`src/rtl/card_display_scan_if.sv`:
```
// Bundle between the card-billing stage and the display scanner.
//   dispmoney : money balance, [10:8] hundreds, [7:4] tens BCD, [3:0] units BCD
//   disptime  : call time, [8] hundreds, [7:4] tens BCD, [3:0] units BCD
//   read      : card present
//   warn      : low-balance warning
//   cut       : call cut
//   seg       : segments a..g on bits 0..6, active-high
//   dig       : one-hot digit select, bit0 = leftmost digit
//   frame     : one-cycle pulse when the scanner takes a snapshot
// master = the side that supplies the billing values, slave = the scanner.
interface card_display_scan_if;
   logic [10:0] dispmoney;
   logic [8:0]  disptime;
   logic        read;
   logic        warn;
   logic        cut;
   logic [6:0]  seg;
   logic [5:0]  dig;
   logic        frame;

   modport master (
      output dispmoney, disptime, read, warn, cut,
      input  seg, dig, frame
   );

   modport slave (
      input  dispmoney, disptime, read, warn, cut,
      output seg, dig, frame
   );
endinterface

```
`src/rtl/card_display_scan.sv`:
```
// Six-digit time-multiplexed 7-segment scanner for the card-billing display.
// Digits 0..2 show money (hundreds, tens, units), digits 3..5 show call time.
// All billing inputs are captured once per scan frame so a frame is never torn.
// Ports:
//   clk    : system clock, rising edge
//   reset  : synchronous, active-high
//   bus    : card_display_scan_if.slave (billing inputs in, seg/dig/frame out)
// Parameters:
//   SCAN_DIV     : cycles each digit stays selected (2..65535)
//   BLINK_FRAMES : frames per blink half-period while warn is set (1..255)
//   LZB          : 1 blanks leading zeros in each group, 0 shows every digit
module card_display_scan #(
   parameter int SCAN_DIV     = 4,
   parameter int BLINK_FRAMES = 8,
   parameter int LZB          = 1
) (
   input  logic                 clk,
   input  logic                 reset,
   card_display_scan_if.slave   bus
);

   logic [15:0] div;
   logic [2:0]  idx;
   logic [7:0]  blink_cnt;
   logic        blink_on;

   logic [10:0] snap_money;
   logic [8:0]  snap_time;
   logic        snap_read;
   logic        snap_warn;
   logic        snap_cut;

   logic        div_end;
   logic        snap_now;
   logic [3:0]  nib;
   logic        lead_blank;
   logic [6:0]  seg_next;

   function automatic logic [6:0] decode(input logic [3:0] d);
      logic [6:0] s;
      case (d)
         4'd0:    s = 7'h3F;
         4'd1:    s = 7'h06;
         4'd2:    s = 7'h5B;
         4'd3:    s = 7'h4F;
         4'd4:    s = 7'h66;
         4'd5:    s = 7'h6D;
         4'd6:    s = 7'h7D;
         4'd7:    s = 7'h07;
         4'd8:    s = 7'h7F;
         4'd9:    s = 7'h6F;
         default: s = 7'h79;
      endcase
      return s;
   endfunction

   assign div_end  = (div == 16'(SCAN_DIV - 1));
   // The last digit slot of a frame doubles as the snapshot instant.
   assign snap_now = div_end && (idx == 3'd5);

   // Select the nibble for the current digit and whether it is a leading zero
   // within its group (units are never blanked).
   always_comb begin
      nib        = 4'd0;
      lead_blank = 1'b0;
      case (idx)
         3'd0: begin
            nib        = {1'b0, snap_money[10:8]};
            lead_blank = (snap_money[10:8] == 3'd0);
         end
         3'd1: begin
            nib        = snap_money[7:4];
            lead_blank = (snap_money[10:8] == 3'd0) && (snap_money[7:4] == 4'd0);
         end
         3'd2: nib = snap_money[3:0];
         3'd3: begin
            nib        = {3'b000, snap_time[8]};
            lead_blank = !snap_time[8];
         end
         3'd4: begin
            nib        = snap_time[7:4];
            lead_blank = !snap_time[8] && (snap_time[7:4] == 4'd0);
         end
         3'd5: nib = snap_time[3:0];
         default: begin
            nib        = 4'd0;
            lead_blank = 1'b0;
         end
      endcase
   end

   // Display priority: no card, cut dash, money blink, error glyph, blanking, digit.
   always_comb begin
      seg_next = decode(nib);
      if (!snap_read)
         seg_next = 7'h00;
      else if (snap_cut)
         seg_next = 7'h40;
      else if (snap_warn && !blink_on && (idx < 3'd3))
         seg_next = 7'h00;
      else if (nib > 4'd9)
         seg_next = 7'h79;
      else if ((LZB != 0) && lead_blank)
         seg_next = 7'h00;
   end

   always_ff @(posedge clk) begin
      if (reset) begin
         div        <= 16'd0;
         idx        <= 3'd0;
         blink_cnt  <= 8'd0;
         blink_on   <= 1'b1;
         snap_money <= 11'd0;
         snap_time  <= 9'd0;
         snap_read  <= 1'b0;
         snap_warn  <= 1'b0;
         snap_cut   <= 1'b0;
         bus.seg    <= 7'h00;
         bus.dig    <= 6'b000000;
         bus.frame  <= 1'b0;
      end else begin
         div <= div_end ? 16'd0 : div + 16'd1;
         if (div_end)
            idx <= (idx == 3'd5) ? 3'd0 : idx + 3'd1;

         if (snap_now) begin
            snap_money <= bus.dispmoney;
            snap_time  <= bus.disptime;
            snap_read  <= bus.read;
            snap_warn  <= bus.warn;
            snap_cut   <= bus.cut;
            // Blink phase advances every frame even without warn, so the
            // first dark half appears at a fixed point in the frame sequence.
            if (blink_cnt == 8'(BLINK_FRAMES - 1)) begin
               blink_cnt <= 8'd0;
               blink_on  <= !blink_on;
            end else begin
               blink_cnt <= blink_cnt + 8'd1;
            end
         end

         // Output stage: one cycle behind idx.
         bus.frame <= snap_now;
         bus.dig   <= 6'b000001 << idx;
         bus.seg   <= seg_next;
      end
   end

endmodule
```
`src/flat_wrapper.sv`:
```
// flat-port wrapper written by rule: the top's interface ports become plain ports
module card_display_scan_flat 
#(
   parameter int SCAN_DIV     = 4,
   parameter int BLINK_FRAMES = 8,
   parameter int LZB          = 1
)
  (clk, reset, bus_dispmoney, bus_disptime, bus_read, bus_warn, bus_cut, bus_seg, bus_dig, bus_frame);
  card_display_scan_if bus_i ();
  input  logic clk;
  input  logic reset;
  input wire logic [$bits(bus_i.dispmoney)-1:0] bus_dispmoney;
  input wire logic [$bits(bus_i.disptime)-1:0] bus_disptime;
  input wire logic [$bits(bus_i.read)-1:0] bus_read;
  input wire logic [$bits(bus_i.warn)-1:0] bus_warn;
  input wire logic [$bits(bus_i.cut)-1:0] bus_cut;
  output wire logic [$bits(bus_i.seg)-1:0] bus_seg;
  output wire logic [$bits(bus_i.dig)-1:0] bus_dig;
  output wire logic [$bits(bus_i.frame)-1:0] bus_frame;
  assign bus_i.dispmoney = bus_dispmoney;
  assign bus_i.disptime = bus_disptime;
  assign bus_i.read = bus_read;
  assign bus_i.warn = bus_warn;
  assign bus_i.cut = bus_cut;
  assign bus_seg = bus_i.seg;
  assign bus_dig = bus_i.dig;
  assign bus_frame = bus_i.frame;
  card_display_scan #(.SCAN_DIV(SCAN_DIV), .BLINK_FRAMES(BLINK_FRAMES), .LZB(LZB)) u_core (.clk(clk), .reset(reset), .bus(bus_i));
endmodule
```
`config.mk`:
```
export PLATFORM = sky130hd
export DESIGN_NAME = card_display_scan_flat
export DESIGN_NICKNAME = d
export VERILOG_FILES = /design/src/rtl/card_display_scan_if.sv /design/src/rtl/card_display_scan.sv /design/src/flat_wrapper.sv
export SDC_FILE = /design/constraint.sdc
export NUM_CORES = 1
export LEC_CHECK = 0
export CAP_MARGIN = 20
export CORE_MARGIN = 8
export CORE_UTILIZATION = 54
export DETAILED_ROUTE_END_ITERATION = 12
export DONT_BUFFER_PORTS = 1
export PLACE_DENSITY = 0.69
export SLEW_MARGIN = 5
export SYNTH_ARGS = -nofsm -noshare
export SYNTH_HDL_FRONTEND = slang
export SYNTH_SLANG_ARGS = --single-unit
```
`constraint.sdc`:
```
create_clock -name clk -period 3.8 [get_ports clk]
set_input_delay 1.14 -clock clk [delete_from_list [all_inputs] [get_ports clk]]
set_output_delay 1.14 -clock clk [all_outputs]
set_load 0.02 [all_outputs]
```
==> impl_results.md <==
- HP Class: register to register
- Clk sinks: 65
- Syn nets: 380
- Power per Cell Area: 421 mW/mm^2
- CP Max Fanout: 20
- Area leader, netlist: dfxtp_1
- Clk network pwr share: a little under half
- Top-count cell post-synth: nand2_1
- CP top delay family: compound AO/OA/AOI/OAI gates
- Die width: 90.1 um
- Post-layout util: 58.2%
- Area of the multi-input gates: 0.00151 sq mm
- Slowest CP cell: dfxtp_1
- Synth Instances: 349
- # IOs: 39
- Gates resized, CTS repair: 0
- Count of final hold-check violations: 0
- Hold wc startpoint: u_core.snap_time[2]$_SDFFE_PP0P_
- Initial antenna violation count: 0
- Mapped cell area: 0.00297 sq mm
- Stages on the worst setup path: 11
- Predominant post-synthesis flop cell: dfxtp_1
- Vias in the first global route: 2,186
- Commonest cells in the netlist: nand2_1 (66), dfxtp_1 (65), a21oi_1 (35), nor2_1 (35), xor2_1 (15)
- Status: finished clean
- Syn_area_per_cell: between 8 and 9 sq um
- Initial Util: 54.9%
- Area Overhead vs Synth: 6.16%
- Power share of the combinational group: 1.9%
- Minimum clock period: 2770 ps
- Final nets: approximately 370
- Slew @ Worst Pin: 650 ps
- CTS buffer count: 9
- Total Wirelength: 6000 um
- Post-Synth Simple-Gate Area: 26.3%
- Gr usage total: 15.3%
- Rows: 27
- Leak: ~1.1 nW
- First-pass DRT Iterations: 4
- Crit share post-route: 72.8%
- CTS tree: built
- Flop pwr share: 52.8%
- Sw frac: 20.4%
- R2r startpoint: u_core.idx[2]$_SDFFE_PP0P_
- Pre-CTS setup slack: 1070 ps
- DRT antenna net count: 0
- Hold path depth: 2
- Buf/Inv on CP: 3
- CTS Buffer Depth: 2
- Vias per cell: between 5 and 6
- Via count: 2,300
- Die Y: 90.1 um
- Post-DP HPWL: between 4000 and 5000 um
- Die Area: 0.00812 sq mm
- Number of synthesized register bits: 65
- Final setup TNS: 0 ps
- Max Slew Vio Count: 0
- Main combinational cell family by area after synthesis: simple AND/OR/NAND/NOR gates
- Critical Path Sink Type: register
- Share of cells above drive strength 1: 7.76%
- Post-Synth Adder-Cell Area: ~2.5%
- Final setup skew: 9.81 ps
- Area contributors post-synth: dfxtp_1 (44%), nand2_1 (8.4%), a21oi_1 (5.9%)
- Clock Tree Root: clkbuf_8
- Synth top area share: 43.9%
- PnR worst setup slack: 1030 ps
- R2R depth: 11
- Startpoint Class: register
- DRC viols: 0
- Synth Area in XOR/XNOR: 6.50%
- H-tree levels: 3
- Rel. slew slack: 56.6%
- RSZ-0062 raised after global routing: false
- First-pass GRT wire length: 10,100 um
- Sw Pwr: ~0.00027 W
- Pin count of the biggest net entering global routing: 41
- Synth warn: 0
- Reg area: around 0.0013 sq mm
- Mux share of post-synthesis cell area: 2.41%
- Worst-skew pair later-pin latency: 350 ps
- Critical Path RT: 4050 ps
- Peak supply drop: ~260 uV
- Crit. Startpoint: u_core.idx[2]$_SDFFE_PP0P_
- PortBufs: 0
- Core footprint: 0.00541 sq mm
- Avg WL per Cell: 14.3 um
- Cts hold-fix bufs: 0
- Slowest stage delay, CP: 700 ps
- MaxCap Viol Count: 0
- Ys async rst share: 0%
- Max Freq: 362 MHz
- Worst-path cell chain: inv_1 -> ha_1 -> a22o_1 -> o21ai_2 -> inv_2 -> ha_1 -> inv_1 -> a211o_1 -> o311ai_4 -> or2_1 -> o311ai_1
- Worst EP arrival: ~3000 ps
- Post-CTS setup buffers: 0
- Cell internal pwr: about 0.0011 W
- Synth Area in Compound Gates: 13.1%
- Clock transition at path regs: 70 ps
- RePlAce Congestion: 0.866
- Initial DRC count: between 100 and 150
- Fillers: 513
- Count of cell types in the netlist: 53
- Setup CP Type: register to register
- Sequential share of the synthesized area: 43.9%
- Post-synth EDFFs: 0
- GRT overflow: 0
- Final Setup Violations: 0
- Antenna cells: 0
## path summary, 6_finish.rpt
| path | end | slack, ps |
|---|---|---|
| worst max-delay path | u_core.bus.seg[0]$_SDFF_PP0_ | 1030 |
| worst min-delay path | u_core.snap_time[2]$_SDFFE_PP0P_ | 450 |
| worst max register to register | u_core.bus.seg[0]$_SDFF_PP0_ | 1030 |
| worst min register to register | u_core.snap_time[2]$_SDFFE_PP0P_ | 450 |
## cell usage in the layout, fill, tap and decap left out, types with 7 or more instances in the layout
cell / n
a21oi_1: 35
clkbuf_8: 12
dfxtp_1: 65
nand2_1: 66
nand2b_1: 7
nand3_1: 12
nor2_1: 34
nor3_1: 7
o21ai_0: 8
xnor2_1: 7
xor2_1: 15
## registers in the layout (all words and copies together), names as in the netlist
register / cells
u_core.blink_cnt: 8
u_core.blink_on: 1
u_core.bus.dig: 6
u_core.bus.frame: 1
u_core.bus.seg: 7
u_core.div: 16
u_core.idx: 3
u_core.snap_cut: 1
u_core.snap_money: 11
u_core.snap_read: 1
u_core.snap_time: 9
u_core.snap_warn: 1
## logic make-up after synthesis
| family | count (synthesis) |
|---|---|
| simple gates | 161 |
| flops | 65 |
| compound gates | 62 |
| buf+inv | 26 |
| xor+xnor | 22 |
| mux | 7 |
| fa+ha+maj | 6 |
## power groups by stage
stage | logic (W) | registers [W] | clock network (W)
after floorplan | 0.0000345 | 0.000709 | 0
after global placement | 0.0000256 | 0.000715 | 0
after detailed placement | 0.0000256 | 0.000715 | 0
after CTS | 0.0000256 | 0.000699 | 0.000620
after global routing | 0.0000292 | 0.000700 | 0.000647
final | 0.0000251 | 0.000699 | 0.000600
## area by class of cell
cell class,instances,share of cell area (%)
clock buffers,14,5.48
clock inverters,2,1.11
inverters,8,1.03
multi-input cells,258,47.9
flip-flops and latches,65,41.3
well taps,72,2.86
repair buffers,1,0.238
## layer usage
layer  vias to the layer above  track usage [%]  wire [um]
li1                       1180                -          -
met2                        48             26.1       3010
met4                         0             7.63        108
met3                        11             6.32        349
met5                         -                0          0
met1                      1061             16.0       2530
## stage by stage
stage | hold WS [ps] | std cells | total power (W) | cell area, sq um
2_1_floorplan | 433 | 349 | 0.000743 | 2970
3_3_place_gp | 442 | 404 | 0.000740 | 2940
3_5_place_dp | 440 | 404 | 0.000740 | 2940
4_1_cts | 450 | 420 | 0.00134 | 3150
5_1_grt | 471 | 420 | 0.00138 | 3150
6_report | 452 | 420 | 0.00132 | 3150
## worst min-delay path: stages, from the launching register on
cell and delay (ps):
dfxtp_1 310, nand2_1 50, a21oi_1 50
Power figures use the tool's default switching activity.
